## src/rtl/mem_arb_if.sv

```systemverilog
// Bundle of requester-side (fetch/data) and memory-side signals for the unified-memory arbiter.
// The slave modport is the arbiter; the master modport is the CPU plus memory environment.
interface mem_arb_if #(
    parameter int AW = 16,
    parameter int DW = 16
);
    logic          hlt;
    logic          if_req;
    logic [AW-1:0] if_addr;
    logic          if_rdy;
    logic [DW-1:0] if_data;
    logic          dm_re;
    logic          dm_we;
    logic [AW-1:0] dm_addr;
    logic [DW-1:0] dm_wdata;
    logic          dm_rdy;
    logic [DW-1:0] dm_rdata;
    logic [AW-1:0] mem_addr;
    logic [DW-1:0] mem_wdata;
    logic          mem_re;
    logic          mem_we;
    logic [DW-1:0] mem_rdata;
    logic          stall;

    modport slave (
        input  hlt, if_req, if_addr, dm_re, dm_we, dm_addr, dm_wdata, mem_rdata,
        output if_rdy, if_data, dm_rdy, dm_rdata, mem_addr, mem_wdata, mem_re, mem_we, stall
    );

    modport master (
        output hlt, if_req, if_addr, dm_re, dm_we, dm_addr, dm_wdata, mem_rdata,
        input  if_rdy, if_data, dm_rdy, dm_rdata, mem_addr, mem_wdata, mem_re, mem_we, stall
    );
endinterface

```

## src/rtl/mem_arb.sv

```systemverilog
// Single-port memory arbiter/sequencer for the fetch (IF) and data (DM) paths.
// Define MEM_ARB_RR_EN for round-robin on contention; otherwise DM has fixed priority.
module mem_arb #(
    parameter int LAT = 2,
    parameter int AW  = 16,
    parameter int DW  = 16
) (
    input  logic        clk,
    input  logic        rst_n,
    mem_arb_if.slave    bus
);

    typedef enum logic [1:0] {
        IDLE = 2'd0,
        BUSY = 2'd1,
        RESP = 2'd2
    } state_t;

    localparam logic [3:0] LAT_M1 = 4'(LAT - 1);

    state_t        state_r;
    logic [3:0]    cnt_r;
    logic          owner_dm_r;
    logic          wr_r;
    logic          if_rdy_r;
    logic          dm_rdy_r;
    logic [DW-1:0] if_data_r;
    logic [DW-1:0] dm_rdata_r;
`ifdef MEM_ARB_RR_EN
    logic          last_dm_r;
`endif

    logic dm_cand_s;
    logic if_cand_s;
    logic grant_dm_s;
    logic grant_if_s;
    logic issue_s;

    // Grant selection among the two candidates while idle
    always_comb begin
        dm_cand_s  = bus.dm_re | bus.dm_we;
        if_cand_s  = bus.if_req & ~bus.hlt;
`ifdef MEM_ARB_RR_EN
        grant_dm_s = dm_cand_s & (~if_cand_s | ~last_dm_r);
`else
        grant_dm_s = dm_cand_s;
`endif
        grant_if_s = if_cand_s & ~grant_dm_s;
        if (state_r == IDLE) begin
            issue_s = grant_dm_s | grant_if_s;
        end else begin
            issue_s = 1'b0;
        end
    end

    // Strobes are issued in the grant cycle and suppressed throughout reset
    assign bus.mem_addr  = grant_dm_s ? bus.dm_addr : bus.if_addr;
    assign bus.mem_wdata = bus.dm_wdata;
    assign bus.mem_re    = rst_n & issue_s & (grant_if_s | (grant_dm_s & ~bus.dm_we));
    assign bus.mem_we    = rst_n & issue_s & grant_dm_s & bus.dm_we;

    assign bus.if_rdy   = if_rdy_r;
    assign bus.dm_rdy   = dm_rdy_r;
    assign bus.if_data  = if_data_r;
    assign bus.dm_rdata = dm_rdata_r;
    assign bus.stall    = (bus.if_req & ~if_rdy_r) | ((bus.dm_re | bus.dm_we) & ~dm_rdy_r);

    // Sequencer: issue, count latency, capture read data, pulse ready
    always_ff @(posedge clk or negedge rst_n) begin
        if (!rst_n) begin
            state_r    <= IDLE;
            cnt_r      <= 4'd0;
            owner_dm_r <= 1'b0;
            wr_r       <= 1'b0;
            if_rdy_r   <= 1'b0;
            dm_rdy_r   <= 1'b0;
            if_data_r  <= {DW{1'b0}};
            dm_rdata_r <= {DW{1'b0}};
`ifdef MEM_ARB_RR_EN
            last_dm_r  <= 1'b0;
`endif
        end else begin
            case (state_r)
                IDLE: begin
                    if_rdy_r <= 1'b0;
                    dm_rdy_r <= 1'b0;
                    if (issue_s) begin
                        cnt_r      <= LAT_M1;
                        owner_dm_r <= grant_dm_s;
                        wr_r       <= grant_dm_s & bus.dm_we;
`ifdef MEM_ARB_RR_EN
                        last_dm_r  <= grant_dm_s;
`endif
                        state_r    <= BUSY;
                    end else begin
                        state_r    <= IDLE;
                    end
                end
                BUSY: begin
                    if (cnt_r == 4'd0) begin
                        // Read data is valid only in this cycle; writes leave the data registers alone
                        if (!wr_r && owner_dm_r) begin
                            dm_rdata_r <= bus.mem_rdata;
                        end else if (!wr_r) begin
                            if_data_r  <= bus.mem_rdata;
                        end else begin
                            dm_rdata_r <= dm_rdata_r;
                        end
                        if (owner_dm_r) begin
                            dm_rdy_r <= 1'b1;
                        end else begin
                            if_rdy_r <= 1'b1;
                        end
                        state_r <= RESP;
                    end else begin
                        cnt_r   <= cnt_r - 4'd1;
                        state_r <= BUSY;
                    end
                end
                RESP: begin
                    if_rdy_r <= 1'b0;
                    dm_rdy_r <= 1'b0;
                    state_r  <= IDLE;
                end
                default: begin
                    if_rdy_r <= 1'b0;
                    dm_rdy_r <= 1'b0;
                    state_r  <= IDLE;
                end
            endcase
        end
    end

endmodule
```

## src/flat_wrapper.sv

```systemverilog
// flat-port wrapper written by rule: the top's interface ports become plain ports
module mem_arb_flat 
#(
    parameter int LAT = 2,
    parameter int AW  = 16,
    parameter int DW  = 16
)
  (clk, rst_n, bus_hlt, bus_if_req, bus_if_addr, bus_dm_re, bus_dm_we, bus_dm_addr, bus_dm_wdata, bus_mem_rdata, bus_if_rdy, bus_if_data, bus_dm_rdy, bus_dm_rdata, bus_mem_addr, bus_mem_wdata, bus_mem_re, bus_mem_we, bus_stall);
  mem_arb_if #(.AW(AW), .DW(DW)) bus_i ();
  input  logic clk;
  input  logic rst_n;
  input wire logic [$bits(bus_i.hlt)-1:0] bus_hlt;
  input wire logic [$bits(bus_i.if_req)-1:0] bus_if_req;
  input wire logic [$bits(bus_i.if_addr)-1:0] bus_if_addr;
  input wire logic [$bits(bus_i.dm_re)-1:0] bus_dm_re;
  input wire logic [$bits(bus_i.dm_we)-1:0] bus_dm_we;
  input wire logic [$bits(bus_i.dm_addr)-1:0] bus_dm_addr;
  input wire logic [$bits(bus_i.dm_wdata)-1:0] bus_dm_wdata;
  input wire logic [$bits(bus_i.mem_rdata)-1:0] bus_mem_rdata;
  output wire logic [$bits(bus_i.if_rdy)-1:0] bus_if_rdy;
  output wire logic [$bits(bus_i.if_data)-1:0] bus_if_data;
  output wire logic [$bits(bus_i.dm_rdy)-1:0] bus_dm_rdy;
  output wire logic [$bits(bus_i.dm_rdata)-1:0] bus_dm_rdata;
  output wire logic [$bits(bus_i.mem_addr)-1:0] bus_mem_addr;
  output wire logic [$bits(bus_i.mem_wdata)-1:0] bus_mem_wdata;
  output wire logic [$bits(bus_i.mem_re)-1:0] bus_mem_re;
  output wire logic [$bits(bus_i.mem_we)-1:0] bus_mem_we;
  output wire logic [$bits(bus_i.stall)-1:0] bus_stall;
  assign bus_i.hlt = bus_hlt;
  assign bus_i.if_req = bus_if_req;
  assign bus_i.if_addr = bus_if_addr;
  assign bus_i.dm_re = bus_dm_re;
  assign bus_i.dm_we = bus_dm_we;
  assign bus_i.dm_addr = bus_dm_addr;
  assign bus_i.dm_wdata = bus_dm_wdata;
  assign bus_i.mem_rdata = bus_mem_rdata;
  assign bus_if_rdy = bus_i.if_rdy;
  assign bus_if_data = bus_i.if_data;
  assign bus_dm_rdy = bus_i.dm_rdy;
  assign bus_dm_rdata = bus_i.dm_rdata;
  assign bus_mem_addr = bus_i.mem_addr;
  assign bus_mem_wdata = bus_i.mem_wdata;
  assign bus_mem_re = bus_i.mem_re;
  assign bus_mem_we = bus_i.mem_we;
  assign bus_stall = bus_i.stall;
  mem_arb #(.LAT(LAT), .AW(AW), .DW(DW)) u_core (.clk(clk), .rst_n(rst_n), .bus(bus_i));
endmodule
```

## config.mk

```make
export PLATFORM = sky130hd
export DESIGN_NAME = mem_arb_flat
export DESIGN_NICKNAME = d
export VERILOG_FILES = /design/src/rtl/mem_arb_if.sv /design/src/rtl/mem_arb.sv /design/src/flat_wrapper.sv
export SDC_FILE = /design/constraint.sdc
export NUM_CORES = 1
export LEC_CHECK = 0
export BUFFER_PORTS_ARGS = -buffer_cell sky130_fd_sc_hd__buf_4
export CAP_MARGIN = 20
export CORE_ASPECT_RATIO = 0.75
export CORE_MARGIN = 4
export CORE_UTILIZATION = 41
export CTS_CLUSTER_SIZE = 20
export DETAILED_ROUTE_END_ITERATION = 10
export GPL_ROUTABILITY_DRIVEN = 0
export PLACE_DENSITY_LB_ADDON = 0.15
export SYNTH_ARGS = -nofsm -noshare
export SYNTH_HDL_FRONTEND = slang
export SYNTH_SLANG_ARGS = --single-unit
```

## constraint.sdc

```tcl
create_clock -name clk -period 2.85 [get_ports clk]
set_clock_uncertainty 0.2 [all_clocks]
set_input_delay 0.57 -clock clk [delete_from_list [all_inputs] [get_ports clk]]
set_output_delay 0.57 -clock clk [all_outputs]
set_load 0.02 [all_outputs]
```

=== Word-level counts from Yosys, hierarchy flattened ===
Index checks and enable logic that the tools add are counted.

* Output and inout port bits: 69
* Input port bits: 70
* Flip-flop bits (word level): 42

* Add/sub/neg operators: 1
* Bitwise operators: 21
* Mux-type cells: 14
* Reductions and logical operators: 11
* Eq/ne operators: 6

{| class="wikitable"
|+ Operators with widths
! operator !! count
|-
| two-way mux 16 bit || 1
|-
| bitwise AND 1 bit || 10
|-
| two-way mux 1 bit || 8
|-
| two-way mux 4 bit || 2
|-
| case mux 4 bit (2 select lines) || 1
|-
| inverter 1 bit || 7
|-
| != test 2 x 1 -> 1 bit, second input constant || 3
|-
| AND reduction 2 bit || 3
|-
| AND reduction 3 bit || 2
|-
| logical NOT 4 bit || 1
|-
| != test 2 bit, second input constant || 2
|-
| bitwise OR 1 bit || 4
|-
| case mux 2 bit (2 select lines) || 1
|-
| AND reduction 4 bit || 1
|-
| subtractor 4 x 1 -> 4 bit, second input constant || 1
|-
| == test 2 x 1 -> 1 bit, second input constant || 1
|-
| logical NOT 2 bit || 1
|-
| two-way mux 2 bit || 1
|-
| nonzero test 2 bit || 1
|-
| logical AND 1 bit || 1
|-
| logical NOT 1 bit || 1
|}

=== Longest topological paths before layout ===
* Depth in word-level cells: 8
* Gate-level depth with buffers: 8
* Gate-level depth less buffers: 6

=== Least setup slack after synthesis ===
No wires, ideal clock.

* Path type: input -> output
* Start: input bus_dm_re
* End: output bus_mem_addr[0]
* Data arrival time: 1786 ps
* Path slack: 294 ps
* Cell stages on the path: 3
* Required time: 2080 ps
* Cells stage by stage: nor2_1 > clkbuf_1 > mux2_2

* Word-level cells in the longest chain between the ends: 2

{| class="wikitable"
|+ Ends and longest elaborated chain
! element !! line !! text
|-
| from (decl) || flat_wrapper.sv:15 || <nowiki>input wire logic [$bits(bus_i.dm_re)-1:0] bus_dm_re;</nowiki>
|-
| bitwise OR 1 bit || mem_arb.sv:41 || <nowiki>dm_cand_s = bus.dm_re | bus.dm_we;</nowiki>
|-
| two-way mux 16 bit || mem_arb.sv:57 || <nowiki>assign bus.mem_addr = grant_dm_s ? bus.dm_addr : bus.if_addr;</nowiki>
|-
| to (decl) || flat_wrapper.sv:24 || <nowiki>output wire logic [$bits(bus_i.mem_addr)-1:0] bus_mem_addr;</nowiki>
|}

Every way passes these cells.

=== Worst setup path after layout ===
* Start: input rst_n
* End: output bus_mem_re

* Word-level cells in the longest chain between the ends: 2

{| class="wikitable"
|+ Ends and longest elaborated chain
! element !! line !! text
|-
| from (decl) || flat_wrapper.sv:11 || <nowiki>input logic rst_n;</nowiki>
|-
| bitwise AND 1 bit (2 in a row) || mem_arb.sv:59 || <nowiki>assign bus.mem_re = rst_n & issue_s & (grant_if_s | (grant_dm_s & ~bus.dm_we));</nowiki>
|-
| to (decl) || flat_wrapper.sv:26 || <nowiki>output wire logic [$bits(bus_i.mem_re)-1:0] bus_mem_re;</nowiki>
|}

Every way passes these cells.

==> impl_metrics.tcl <==
set metrics [dict create \
    outcome "finished clean" \
    r2r_setup_slack_ps 560 \
    setup-violations-final 0 \
    yosys_warnings 0 \
    r2r-start "u_core.cnt_r[0]$_DFFE_PN0P_" \
    tightest_slew_ps 499 \
    cts-root-buf "clkbuf_8" \
    dp_hpwl_um 3690 \
    fillers 392 \
    overflow 0 \
    clkTransAtPathRegs_ps 80 \
    critical_path_class "input port to primary output" \
    synth-simple-area-share 0.0809 \
    syn_area_per_cell_um2 13.0 \
    rows 21 \
    ys_seq_area_frac 0.527 \
    cap_viol_max_count 0 \
    syn-num-nets 224 \
    fin_cells 310 \
    antenna_found_initial 0 \
    relSlewSlack 0.667 \
    numCtsBuffers 5 \
    viasPerCell 4.70 \
    regArea_um2 1050 \
    cts_tree "yes" \
    finalPower_uw 2840 \
    die_x_um 88.6 \
    fin_crit_sh 0.840 \
    initial_core_util 0.437 \
    grt_first_pass_wirelength_um 7040 \
    insertion_delay_ps 300 \
    synthAdderAreaFrac 0.00627 \
    postSynth.asyncResetShare 1.00 \
    grt_pass1_vias 1443 \
    yosys-mux-area-fraction 0.271 \
    final_max_slew_viol_count 0 \
    min_period_ps 2390 \
    cp.arrival_ps 1620 \
    drtIter0Drc 31 \
    placedCellCount 301 \
    antenna_cells 0 \
    drt-total-wl_um 4620 \
    clkSinkCount 42 \
    synth_flop_cell "dfrtp_1" \
    startpoint "rst_n" \
    syn_inst 153 \
    power_per_cell_area_nw_per_um2 994 \
    layout_commonest_cell "buf_4" \
    rsz0062_at_grt "false" \
    wl_per_cell_um 14.9 \
    synth_cell_types 28 \
    die_area_um2 6060 \
    num_vias 1456 \
    final_hold_viol_count 0 \
    utilization 0.624 \
    post-route-drc-count 0 \
    p_leak_uw 0.00141 \
    clk_path_buf_depth 2 \
    grt_max_degree 42 \
    cts_max_level 2 \
    synth_seq_cells 42 \
    crit_end "bus_mem_re" \
    antenna_left 0 \
    synth-edff-count 0 \
    hold_path.startpoint "u_core.state_r[1]$_DFF_PN0_" \
    end_kind "primary output" \
    die_h_um 68.4 \
    grt_use_total 0.154 \
    netlist_area_um2 2000 \
    hold_class "flip-flop to flip-flop" \
    cp_max_fo 4 \
    fin_nets 323 \
    synth_top_family_by_area "multiplexers" \
    drt_first_pass_iters 4 \
    area_growth_pct 42.9 \
    drive_gt1_frac 0.672 \
    mostFrequentLayoutCells "111 x buf_4, 48 x mux2_2, 42 x dfrtp_1" \
    irDropWorstVdd_mv 0.518 \
    fmax_ghz 0.418 \
    ioPinCount 139 \
    synth_xor_area_frac 0.00439 \
    setup_tns_ps 0 \
    r2r_end "u_core.bus.if_data[13]$_DFFE_PN0P_" \
    multiInputGateArea_um2 778 \
    worst_setup_path_start_kind "input port" \
    core-area_um2 4570 \
    holdWs_ps 297 \
    synth_compound_area_frac 0.0276 \
    cp_data_required_time_ps 2080 \
    reg2reg_depth 6 \
    io_buffers 106 \
]
[through the flow]
stage / instance area, um2 / setup WS (ps)
after CTS: 2850 / 446
after floorplan: 2000 / 294
after detailed placement: 2750 / 513
after global placement: 2750 / 515
after global routing: 2850 / 328
final: 2850 / 455
[final cells by class]
cell class | instances | share of cell area
Clock buffer | 5 | 0.0241
Tap cell | 57 | 0.0250
Sequential cell | 42 | 0.369
Multi-Input combinational cell | 87 | 0.273
Inverter | 4 | 0.00527
Timing Repair Buffer | 112 | 0.296
Clock inverter | 3 | 0.00834
[cell usage after synthesis (all sizes together) (2+ instances only)]
cell / instances / area share
mux2: 48 / 0.27
dfrtp: 42 / 0.53
buf: 19 / 0.074
nor2: 9 / 0.017
nand2: 8 / 0.016
inv: 4 / 0.0075
nand2b: 2 / 0.0063
nor2b: 2 / 0.0063
nor3: 2 / 0.0075
o2bb2ai: 2 / 0.0088
o31ai: 2 / 0.0075
[critical path: stages]
cell	delay [ps]
dlygate4sd3_1	550
buf_4	140
nor3b_1	190
buf_4	170
[power breakdown]
part	switching, uW	leakage [uW]	internal (uW)
logic	698	0.000853	689
registers	175	0.000518	882
clock network	216	0.0000408	175
total	1090	0.00141	1750
[how the worst min path moves through the flow]
stage                     slack, ps                            endpoint  cells after the start
after floorplan                  70  u_core.bus.dm_rdata[0]$_DFFE_PN0P_                      0
after global placement          170             u_core.wr_r$_DFFE_PN0P_                      1
after detailed placement        170             u_core.wr_r$_DFFE_PN0P_                      1
after CTS                       290  u_core.bus.dm_rdata[0]$_DFFE_PN0P_                      2
after global routing            290  u_core.bus.dm_rdata[8]$_DFFE_PN0P_                      2
final                           300       u_core.owner_dm_r$_DFFE_PN0P_                      1
[sequential cells by signal, indices dropped and copies added (netlist names)]
signal,count
u_core.cnt_r,4
u_core.bus.if_rdy,1
u_core.state_r,2
u_core.wr_r,1
u_core.bus.dm_rdy,1
u_core.bus.dm_rdata,16
u_core.bus.if_data,16
u_core.owner_dm_r,1
[what timing repair did]
item | in CTS | in global routing
resized for setup | 0 | 0
setup buffers | 0 | 0
hold buffers | 1 | 0
endpoints found under the hold margin | 1 | 0
[cell families (layout without fill, tap and decap cells)]
group / Yosys count / in the layout
AO/OA/AOI/OAI: 8 / 8
adder cells (fa/ha/maj): 1 / 1
buffers and inverters: 24 / 124
XOR/XNOR: 1 / 1
multiplexers: 48 / 48
AND/OR/NAND/NOR: 29 / 29
flip-flops: 42 / 42
[per-layer routing]
layer / global-route usage / vias up / part of all wire
met5: 0 / - / 0
met4: 0.0491 / 0 / 0.013
met3: 0.0481 / 14 / 0.076
met2: 0.243 / 45 / 0.47
met1: 0.203 / 683 / 0.44
li1: - / 714 / -
(Power assumes the default switching activity.)
